===== src/rtl/rom_stream_ctrl.sv =====
// rom_stream_ctrl: streams the 3x3 filter and then the 7x7 ifmap out of the shared ROM as one tagged beat stream.
// Optional: define IFMAP_COLMAJOR_EN to issue ifmap reads column-major. Row/col tags stay true in that mode.
module rom_stream_ctrl #(
    parameter int DATA_W     = 16,
    parameter int ADDR_W     = 6,
    parameter int IFMAP_BASE = 0,
    parameter int IFMAP_DIM  = 7,
    parameter int FILT_BASE  = 49,
    parameter int FILT_DIM   = 3,
    parameter int FIFO_DEPTH = 4
) (
    input  logic              clk,
    input  logic              rst,
    input  logic              start,
    input  logic              abort,
    output logic              rom_read,
    output logic [ADDR_W-1:0] rom_addr,
    input  logic [DATA_W-1:0] rom_dout,
    output logic              out_valid,
    input  logic              out_ready,
    output logic [DATA_W-1:0] out_data,
    output logic              out_is_filt,
    output logic [2:0]        out_row,
    output logic [2:0]        out_col,
    output logic              out_last,
    output logic              busy,
    output logic              done
);
    localparam int PW = $clog2(FIFO_DEPTH);
    localparam int OW = PW + 2;
    localparam logic [2:0] FMAX = 3'(FILT_DIM - 1);
    localparam logic [2:0] IMAX = 3'(IFMAP_DIM - 1);

    typedef enum logic [1:0] {IDLE, FILT, IFMAP, DRAIN} state_t;
    typedef struct packed {
        logic       filt;
        logic [2:0] row;
        logic [2:0] col;
        logic       last;
    } tag_t;
    typedef struct packed {
        logic [DATA_W-1:0] data;
        tag_t              tag;
    } entry_t;

    state_t            state, nstate;
    logic [2:0]        row, col, row_n, col_n;
    logic              issue, ph_filt, can_issue, pop, push, drained, f_end, i_end;
    logic [ADDR_W-1:0] iss_addr;
    tag_t              iss_tag, tag_q, tag_d1;
    logic              rd_d1;
    entry_t            mem [FIFO_DEPTH];
    entry_t            head;
    logic [PW-1:0]     wptr, rptr;
    logic [PW:0]       cnt;
    logic [OW-1:0]     occ_nxt;

    assign ph_filt = (state == IDLE) || (state == FILT);
    assign f_end   = (row == FMAX) && (col == FMAX);
    assign i_end   = (row == IMAX) && (col == IMAX);
    assign iss_addr = ph_filt
        ? ADDR_W'(FILT_BASE)  + ADDR_W'(row) * ADDR_W'(FILT_DIM)  + ADDR_W'(col)
        : ADDR_W'(IFMAP_BASE) + ADDR_W'(row) * ADDR_W'(IFMAP_DIM) + ADDR_W'(col);
    assign iss_tag = '{filt: ph_filt, row: row, col: col, last: (ph_filt ? f_end : i_end)};

    // Every read already issued or about to be issued is charged against FIFO space,
    // so the ROM never has to stall and the FIFO never overflows.
    assign pop       = out_valid & out_ready;
    assign push      = rd_d1 & ~abort;
    assign occ_nxt   = OW'(cnt) + OW'(rd_d1) + OW'(rom_read) + OW'(1) - OW'(pop);
    assign can_issue = occ_nxt <= OW'(FIFO_DEPTH);
    assign drained   = (cnt == '0) && !rom_read && !rd_d1;

    always_comb begin
        nstate = state;
        issue  = 1'b0;
        done   = 1'b0;
        row_n  = row;
        col_n  = col;
        unique case (state)
            IDLE: if (start && can_issue) begin
                issue  = 1'b1;
                nstate = FILT;
            end
            FILT: begin
                issue = can_issue;
                if (issue && f_end) nstate = IFMAP;
            end
            IFMAP: begin
                issue = can_issue;
                if (issue && i_end) nstate = DRAIN;
            end
            DRAIN: if (drained) begin
                done   = 1'b1;
                nstate = IDLE;
            end
            default: nstate = IDLE;
        endcase
        // Both counters wrap to zero on the last word, which doubles as the phase reset.
        if (issue) begin
            if (ph_filt) begin
                col_n = (col == FMAX) ? 3'd0 : col + 3'd1;
                if (col == FMAX) row_n = (row == FMAX) ? 3'd0 : row + 3'd1;
            end else begin
`ifdef IFMAP_COLMAJOR_EN
                row_n = (row == IMAX) ? 3'd0 : row + 3'd1;
                if (row == IMAX) col_n = (col == IMAX) ? 3'd0 : col + 3'd1;
`else
                col_n = (col == IMAX) ? 3'd0 : col + 3'd1;
                if (col == IMAX) row_n = (row == IMAX) ? 3'd0 : row + 3'd1;
`endif
            end
        end
        if (abort) begin
            nstate = IDLE;
            issue  = 1'b0;
            done   = 1'b0;
            row_n  = 3'd0;
            col_n  = 3'd0;
        end
    end

    always_ff @(posedge clk) begin
        if (!rst) begin
            state <= IDLE;
            row   <= 3'd0;
            col   <= 3'd0;
        end else begin
            state <= nstate;
            row   <= row_n;
            col   <= col_n;
        end
    end

    // Tags ride two register stages so they meet rom_dout at FIFO write time.
    always_ff @(posedge clk) begin
        if (!rst) begin
            rom_read <= 1'b0;
            rom_addr <= '0;
            tag_q    <= '0;
            rd_d1    <= 1'b0;
            tag_d1   <= '0;
        end else begin
            rom_read <= issue;
            if (issue) begin
                rom_addr <= iss_addr;
                tag_q    <= iss_tag;
            end
            rd_d1  <= rom_read & ~abort;
            tag_d1 <= tag_q;
        end
    end

    always_ff @(posedge clk) begin
        if (!rst || abort) begin
            wptr <= '0;
            rptr <= '0;
            cnt  <= '0;
        end else begin
            if (push) wptr <= wptr + PW'(1);
            if (pop)  rptr <= rptr + PW'(1);
            cnt <= cnt + (PW+1)'(push) - (PW+1)'(pop);
        end
    end

    always_ff @(posedge clk) begin
        if (push) mem[wptr] <= '{data: rom_dout, tag: tag_d1};
    end

    assign head        = mem[rptr];
    assign out_valid   = (cnt != '0);
    assign out_data    = out_valid ? head.data : '0;
    assign out_is_filt = out_valid & head.tag.filt;
    assign out_row     = out_valid ? head.tag.row : 3'd0;
    assign out_col     = out_valid ? head.tag.col : 3'd0;
    assign out_last    = out_valid & head.tag.last;
    assign busy        = (state != IDLE) || out_valid;
endmodule


===== config.mk =====
export PLATFORM = sky130hd
export DESIGN_NAME = rom_stream_ctrl
export DESIGN_NICKNAME = d
export VERILOG_FILES = /design/src/rtl/rom_stream_ctrl.sv
export SDC_FILE = /design/constraint.sdc
export NUM_CORES = 1
export LEC_CHECK = 0
export CAP_MARGIN = 25
export CORE_ASPECT_RATIO = 0.7
export CORE_MARGIN = 4
export CORE_UTILIZATION = 57
export DETAILED_ROUTE_END_ITERATION = 6
export DONT_BUFFER_PORTS = 1
export GPL_TIMING_DRIVEN = 0
export MAX_ROUTING_LAYER = met4
export PLACE_DENSITY = 0.72
export SYNTH_ARGS = -nofsm -noshare
export SYNTH_HDL_FRONTEND = slang
export SYNTH_SLANG_ARGS = --single-unit

===== constraint.sdc =====
create_clock -name clk -period 3.3 [get_ports clk]
set_input_delay 0.66 -clock clk [delete_from_list [all_inputs] [get_ports clk]]
set_output_delay 0.66 -clock clk [all_outputs]
set_load 0.01 [all_outputs]

# Word level (Yosys, flattened, before mapping)
# Memories as Yosys holds them, arrays and structs flattened. A register that Yosys moved wholly into a read port is not among the register bits.
# Cells that the tools add are included.
[totals]
n_memories = 1
input_bits = 21
ram_bits = 96
output_inout_bits = 34
elab_cells = 103
register_bits = 39
latch_bits = 0
rom_bits = 0
[classes]
magnitude_cmp = 1
eq_ne = 12
n_bitwise = 7
shift = 0
muxes = 28
add_sub_neg = 13
mul = 2
reduce_logical = 22
n_div = 0
[mem_list]
columns = ["memory", "depth", "width", "read_ports", "rd_clocked_by_memory_dff", "wr", "line_no", "rtl"]
rows = [
  ["mem", 4, 24, 1, 1, 1, "52", "entry_t mem [FIFO_DEPTH];"],
]
[op_table]
columns = ["op", "n"]
rows = [
  ["3-bit two-way mux", 10],
  ["16-bit two-way mux", 1],
  ["6-bit by 3-bit adder with 6-bit output", 2],
  ["2-bit two-way mux", 6],
  ["1-bit two-way mux", 8],
  ["2-bit case mux with 4 select lines", 1],
  ["1-bit logical AND", 7],
  ["3-bit by 1-bit adder with 3-bit output, second input constant", 2],
  ["6-bit by 5-bit adder with 6-bit output, first input constant", 1],
  ["3-bit by 2-bit == test with 1-bit output, second input constant", 2],
  ["3-bit == test, second input constant", 2],
  ["3-bit by 3-bit multiplier with 6-bit output, second input constant", 1],
  ["6-bit two-way mux", 1],
  ["2-bit by 1-bit inequality test with 1-bit output, second input constant", 3],
  ["1-bit bitwise AND", 5],
  ["3-bit by 2-bit multiplier with 5-bit output, second input constant", 1],
  ["2-bit by 1-bit adder with 2-bit output, second input constant", 2],
  ["3-bit by 1-bit adder with 4-bit output", 1],
  ["4-bit by 1-bit adder with 4-bit output", 1],
  ["4-bit by 1-bit adder with 4-bit output, second input constant", 1],
  ["2-bit == test, second input constant", 2],
  ["4-bit by 3-bit less-or-equal comparator with 1-bit output, second input constant", 1],
  ["2-bit inequality test, second input constant", 2],
  ["4-bit AND reduction", 1],
  ["14 further kinds", 21],
]

# Longest topological paths before layout
# Gate-level depths: netlist (run 1).
[logic_depth]
ltp_word = 9
depth_mapped = 13
mapped_depth_nobuf = 12

# Worst setup path after synthesis (run 1)
# Ideal clock, no wire load.
[synth_path]
path_type = "register to register"
startpoint = "register cnt[1]"
endpoint = "register row[2]"
stages_incl_launch_ff = 14
synth_period_minus_slack_ns = 3.665
t_arrival_ns = 3.595
path_slack_ns = -0.365
setup_ns = 0.070
n_path_buf = 1
t_required_ns = 3.230
cell_sequence = "dfxtp_1 nor3_1 inv_1 and2_1 fa_1 inv_1 ha_1 fa_1 nor2_1 o22ai_2 or4_1 clkbuf_2 or4_1 a21oi_1"
[synth_between]
word_cells_on_any_way = 11
classes_between = "add/sub (4); order compare (1); mux (2); bitwise (1); reduce/logical (3)"
[synth_lines]
columns = ["item", "line_no", "rtl"]
rows = [
  ["start: declaration", "55", "logic [PW:0] cnt;"],
  ["start signal: assignment", "162", "cnt <= cnt + (PW+1)'(push) - (PW+1)'(pop);"],
  ["3-bit nonzero test *", "171", "assign out_valid = (cnt != '0);"],
  ["1-bit bitwise AND *", "68", "assign pop = out_valid & out_ready;"],
  ["net pop", "48", "logic issue, ph_filt, can_issue, pop, push, drained, f_end, i_end;"],
  ["4-bit by 1-bit subtractor with 4-bit output *", "70", "assign occ_nxt = OW'(cnt) + OW'(rd_d1) + OW'(rom_read) + OW'(1) - OW'(pop);"],
  ["4-bit by 3-bit less-or-equal comparator with 1-bit output *", "71", "assign can_issue = occ_nxt <= OW'(FIFO_DEPTH);"],
  ["1-bit logical AND", "81", "IDLE: if (start && can_issue) begin"],
  ["1-bit two-way mux", "81", ""],
  ["1-bit case mux with 2 select lines *", "80", "unique case (state)"],
  ["3-bit AND reduction (no line) *", "-", ""],
  ["end signal: assignment", "130", "row <= row_n;"],
  ["end: declaration", "47", "logic [2:0] row, col, row_n, col_n;"],
]
# The timed path passes the listed nets; every way through them passes the cells marked *.
# A chain may end at the register's enable or synchronous reset.

# Worst setup path after layout (run 1)
[layout_path]
startpoint = "register cnt[2]"
endpoint = "register row[2]"
# The elaborated chain is that of the path after synthesis.

==> impl_results.md, run 1 <==
* Reg-to-reg endpoint: row[2]
* Critical path startpoint category: flip-flop
* Cell area power density at between 500 and 600 nW/um^2
* R2R Setup Slk at 0.04 ns
* # IOs at 55
* CP top delay family: simple AND/OR/NAND/NOR gates
* Layout area overhead at 17.0%
* Top Layer Used: met4
* Post-synth cell types at 45
* WL met1 at 5160 um
* Commonest cells post-synth: edfxtp_1 (96), dfxtp_1 (41), and2_1 (37)
* Nets at 493
* Count of final hold-check violations at 0
* Crit Path Max Fanout at 6
* Clock Latency Late Sink at 0.42 ns
* Share of cells above drive strength 1 at 22.8%
* Die Wd at 130 um
* CP max stage delay at about 0.5 ns
* Total GRT Usage at between 20% and 30%
* Die Height at roughly 93 um
* ANT nets after route at 0
* Net Count, Synth at 460
* CTS Root Cell: clkbuf_16
* Synth area leader: edfxtp_1
* Syn_area_per_cell at roughly 15 um^2
* Clock slew at reported path FFs at 0.06 ns
* Average routed wire per standard cell at 20.0 um
* Max cap viols at 0
* Sequential-to-total area share from yosys stat at approximately 62%
* Pleak at roughly 2.5 nW
* FF+latch count, synth at 137
* CP max stage cell: fa_1
* Num CTS Buffers at 17
* GP Congestion at approximately 0.86
* Global-route wire length before repair at between 15000 and 20000 um
* Die area at between 10000 and 15000 um^2
* Max VDD drop at 0.420 mV
* RSZ-0062 raised after global routing: true
* CP Buf/Inv Count at 2
* Final setup vio count at 0
* Final Max Slew Viols at 0
* CTS Sinks at about 140
* Slew HR at 52.6%
* Placed cell areas at 6230 um^2
* Initial antenna violation count at 0
* Worst Skew at 0.0120 ns
* Slew @ Worst Pin at a little over 0.7 ns
* H-tree Lvls at 4
* Number of global-route vias before repair at 3390
* Tmin final at 3.26 ns
* Top-area cell type share of the netlist area at 48.5%
* Asr flop ratio synth at 0%
* Crit path cell chain: nor3_4, inv_2, and2_4, fa_1, inv_2, ha_4, fa_2, nor2_4, o22ai_4, or4_4, or4_4, a21oi_2
* Mapped Cells at approximately 400
* Worst Hold Path EP: mem[2][16]
* Final period utilization at 98.8%
* Ant. Diodes at 0
* Fmax at 0.307 GHz
* Largest net degree at the start of global routing at 18
* Via/cell ratio at ~5.8
* Top post-synthesis cells by area: edfxtp_1 (49%), dfxtp_1 (14%), mux4_2 (9.1%)
* Synthesis Warnings at 0
* Metal2 WL at 5200 um
* WL final at 11500 um
* Final Cell Area at about 7000 um^2
* Outcome: complete, no violations
* Max clock buf depth at 2
* Initial core utilization at 59.7%
* Core ar. at 9950 um^2
* FF-to-FF Start: cnt[2]
* Most numerous cell in the Yosys netlist: edfxtp_1
* IO Port Bufs at 0
* Total number of vias at between 3000 and 4000
* # rows at 30
* WP data required at 3.65 ns
* Hold_sp: rom_dout[8]
* Hold/Removal Path Class: primary input to flip-flop
* CP arrival at 3.61 ns
* DP Wirelength at 7570 um
* Post-Syn Area at 5940 um^2
* CTS tree: yes
* Depth of the most critical reg-to-reg path at 12
* DRC Markers at 0
* Hold Worst Slack at 0.334 ns
* Main flop type after synthesis: edfxtp_1
* Cell depth of the worst hold path at 0
* WS Path Type: flip-flop to flip-flop
* WL met3 at 1000 um
* Number of synthesized flops with an enable pin at 96
* Critical Path End Type: flip-flop
* Congestion Overflow GR at 0
* Initial DRC count at 265
* First-pass DRT Iterations at 5
[where the power goes]
part           leakage (nW)  switching (mW)  internal, mW
Combinational          1.08          0.0998        0.0709
Sequential             1.18          0.0259          1.87
Clock                 0.255           0.710         0.957
Total                  2.52           0.836          2.90
[cell families after synthesis]
kind of cell / share of synthesized area (%)
xor+xnor: 2.04
fa+ha+maj: 9.05
compound gates: 5.50
simple gates: 8.40
mux: 9.79
flops: 62.3
buf+inv: 2.91
[how the worst max path moves through the flow]
| stage | startpoint | endpoint | cells past startpoint |
|---|---|---|---|
| detailed placement | cnt[1] | rom_addr[5] | 12 |
| CTS | cnt[0] | row[2] | 13 |
| global route | cnt[2] | rom_addr[1] | 14 |
| finish | cnt[2] | row[2] | 12 |
| floorplan | out_ready | rom_addr[5] | 10 |
| global placement | cnt[1] | rom_addr[5] | 12 |
[layout by cell type, fill, tap and decap left out, types with 9 or more instances in the layout]
| master | instances |
|---|---|
| nand2_1 | 13 |
| dfxtp_1 | 38 |
| clkbuf_1 | 9 |
| o21ai_0 | 10 |
| fa_1 | 9 |
| ha_1 | 26 |
| edfxtp_1 | 96 |
| and2_1 | 36 |
| a21oi_1 | 21 |
| buf_4 | 12 |
| mux4_2 | 24 |
| clkbuf_16 | 17 |
| xnor2_1 | 11 |
| inv_1 | 26 |
| nor2_1 | 17 |
[stage by stage]
stage               utilization (%)  worst slack (ns)  setup TNS (ns)  power (mW)  std cells
floorplan                         -           -0.0314         -0.0791        2.03        402
global placement               61.5            -0.621           -7.99        2.06        530
detailed placement             62.7            -0.652           -8.97        2.07        534
CTS                            69.2           -0.0636          -0.103        3.74        573
global route                   69.9            -0.104           -1.09        3.86        575
finish                         69.9            0.0388               0        3.73        575
[what timing repair did]
item | 4_1_cts | 5_1_grt
buffers inserted | 8 | 3
pin swaps | 6 | 11
setup endpoints to repair | 20 | 19
gates resized for setup | 16 | 15
hold buffers | 0 | 0
gates cloned | 0 | 1
[routing by layer]
metal / GRT usage (%) / vias up
met3: 7.19 / 10
met5: - / -
met1: 29.1 / 1639
met2: 29.3 / 127
li1: - / 1545
met4: 7.01 / 0
[sequential cells by signal (all words and copies together) (netlist names), named ones only]
| signal | flops |
|---|---|
| cnt | 3 |
| col | 3 |
| mem | 96 |
| rd_d1 | 1 |
| rom_addr | 6 |
| rom_read | 1 |
| row | 3 |
| rptr | 2 |
| state | 2 |
| tag_d1 | 8 |
| tag_q | 8 |
| wptr | 2 |
[area by class of cell]
type / instances / area [um^2]
plain buffers: 14 / 66.3
flip-flops and latches: 137 / 3710
clock inverters: 14 / 104
inverters: 28 / 105
well taps: 128 / 160
fillers: 624 / 2990
repair buffers: 16 / 204
clock buffers: 17 / 425
multi-input cells: 221 / 2180
Note: power is estimated with default switching activity, not from simulation.
==> inputs of run 2 (changes only) <==
TNS_END_PERCENT = 50   (was default)
==> run 2 against run 1 <==
Final cell count is 0.17% lower. Wire length is 0.14% higher. First-iteration DRC count is 15% lower. Utilization is 0.19 points higher. Worst setup slack worse by 0.023 ns. Via count hardly changed. Global-route usage is 0.064 points lower. Flip-flop and latch count stayed put. Die area stayed put. Critical endpoint unchanged.
==> impl_results.md, run 2 (synthesis gave the netlist of run 1 again) <==
* Layout Utilization at 70.1% (was 69.9%)
* WS Path Type: flip-flop to flip-flop (unchanged)
* Final setup vio count at 0 (unchanged)
* Hold/Removal Path Class: primary input to flip-flop (unchanged)
* Die Wd at 130 um (unchanged)
* Crit Path Max Fanout at 6 (unchanged)
* P_int at 2.90 mW (about the same)
* Fmax at 0.305 GHz (was 0.307 GHz)
* Largest net degree at the start of global routing at 18 (unchanged)
* Slew @ Worst Pin at 0.744 ns (was 0.710 ns)
* Count of final hold-check violations at 0 (unchanged)
* Reg power frac at 50.8% (about the same)
* Initial core utilization at 59.7% (unchanged)
* GR peak layer: met2 (unchanged)
* # IOs at 55 (unchanged)
* CTS tree: yes (unchanged)
* Worst Skew at 0.0122 ns (was 0.0120 ns)
* DP Wirelength at 7570 um (unchanged)
* Outcome: complete, no violations (unchanged)
* ANT nets after route at 0 (unchanged)
* Final period utilization at 99.5% (was 98.8%)
* GP Congestion at 0.860 (unchanged)
* Pleak at 2.52 nW (about the same)
* Via/cell ratio at 5.78 (about the same)
* Commonest non-fill, non-tap cell in the layout: edfxtp_1 (unchanged)
* Max VDD drop at 0.418 mV (was 0.420 mV)
* Clock Latency Late Sink at 0.42 ns (about the same)
* Final Max Slew Viols at 0 (unchanged)
* Layout area overhead at 17.3% (was 17.0%)
* Placed cell count at 534 (unchanged)
* Total Power at 3.73 mW (about the same)
* TNS Setup at 0 ns (unchanged)
* Initial DRC count at 224 (was 265)
* Ant. Diodes at 0 (unchanged)
* Die area at 12200 um^2 (unchanged)
* CTS Root Cell: clkbuf_16 (unchanged)
* Max clock buf depth at 2 (unchanged)
* Die Height at 93.4 um (unchanged)
* Cell area power density at 535 nW/um^2 (was 537 nW/um^2)
* Grt met3 use at 7.25% (was 7.19%)
* Num CTS Buffers at 17 (unchanged)
* CTS Sinks at 137 (unchanged)
* Met1 Use GR at 29.0% (was 29.1%)
* Total number of vias at 3319 (was 3321)
* Most frequent cells in the layout: edfxtp_1 (96), dfxtp_1 (38), and2_1 (36) (unchanged)
* Max FFs per register at 96 (unchanged)
* Average routed wire per standard cell at 20.0 um (about the same)
* Non-Filler Instances at 574 (was 575)
* Global Route met2 Usage at 29.1% (was 29.3%)
* Tmin final at 3.28 ns (was 3.26 ns)
* Number of global-route vias before repair at 3382 (was 3390)
* Max cap viols at 0 (unchanged)
* WL final at 11500 um (about the same)
* Gate power share at 4.7% (was 4.6%)
* Slew HR at 49.9% (was 52.6%)
* # rows at 30 (unchanged)
* Hold Worst Slack at 0.336 ns (was 0.334 ns)
* Initial antenna violation count at 0 (unchanged)
* Total GRT Usage at 21.0% (about the same)
* Critical Path End Type: flip-flop (unchanged)
* Largest registers: mem (96), tag_d1 (8), tag_q (8) (unchanged)
* H-tree Lvls at 4 (unchanged)
* Nets at 492 (was 493)
* Critical path startpoint category: flip-flop (unchanged)
* Switching Share at 22.3% (was 22.4%)
* IO Port Bufs at 0 (unchanged)
* Congestion Overflow GR at 0 (unchanged)
* RSZ-0062 raised after global routing: true (unchanged)
* Largest Register: mem (unchanged)
* Share of cells above drive strength 1 at 24.0% (was 22.8%)
* First-pass DRT Iterations at 5 (unchanged)
* WP data required at 3.65 ns (about the same)
* Core ar. at 9950 um^2 (unchanged)
* Global-route wire length before repair at 18100 um (about the same)
* DRC Markers at 0 (unchanged)
* Hold-fix buffers, CTS at 0 (unchanged)
* Clock slew at reported path FFs at 0.06 ns (about the same)
* Clock network fraction of total power at 44.5% (was 44.7%)
* CP arrival at 3.63 ns (was 3.61 ns)
* Switch Pwr at 834 uW (was 836 uW)
run 2: repair_timing:
action / 4_1_cts / 5_1_grt
endpoints found under the setup margin: 20 / 20
cloned: 0 / 1
setup buffers: 6 / 4
pin swaps: 6 / 11
resized for setup: 17 / 23
run 2: routing by layer:
layer	vias to the layer above	part of all wire (%)
met4	0	1.1
li1	1544	-
met1	1645	46
met2	120	45
met3	10	7.6
met5	-	0
run 2: power groups by stage:
stage          Clock (mW)  Sequential, mW  Combinational (mW)
2_1_floorplan           0            1.92               0.102
3_3_place_gp            0            1.93               0.130
3_5_place_dp            0            1.93               0.135
4_1_cts              1.69            1.89               0.154
5_1_grt              1.77            1.90               0.195
6_report             1.66            1.90               0.177
run 2: critical path: stages, from the launching register on:
cell	delay, ns
dfxtp_4	0.37
nor3_4	0.21
inv_2	0.06
and2_4	0.16
fa_1	0.49
inv_2	0.04
ha_4	0.16
fa_2	0.46
nor2_4	0.15
o22ai_4	0.09
or4_4	0.47
or4_4	0.44
a21oi_2	0.12
run 2: path summary, 6_finish.rpt:
check	from	end	slack, ns	depth (start not counted)
worst min-delay path	rom_dout[8]	mem[3][16]	0.34	0
worst min register to register	tag_q[6]	tag_d1[6]	0.44	2
worst max-delay path	cnt[2]	row[2]	0.02	12
worst max register to register	cnt[2]	row[2]	0.02	12
run 2: layout make-up:
type                       count  area, um^2
clock buffer                  17         425
timing repair buffer          15         204
tap                          128         160
fill                         624        2980
multi-input combinational    221        2200
buffer                        14        66.3
sequential                   137        3710
clock inverter                14         104
inverter                      28         105
run 2: stage by stage:
stage / setup WS [ns] / instance area, um^2
global route: -0.109 / 6970
finish: 0.0162 / 6970
global placement: -0.621 / 6120
floorplan: -0.0314 / 5960
detailed placement: -0.652 / 6230
CTS: -0.0834 / 6870
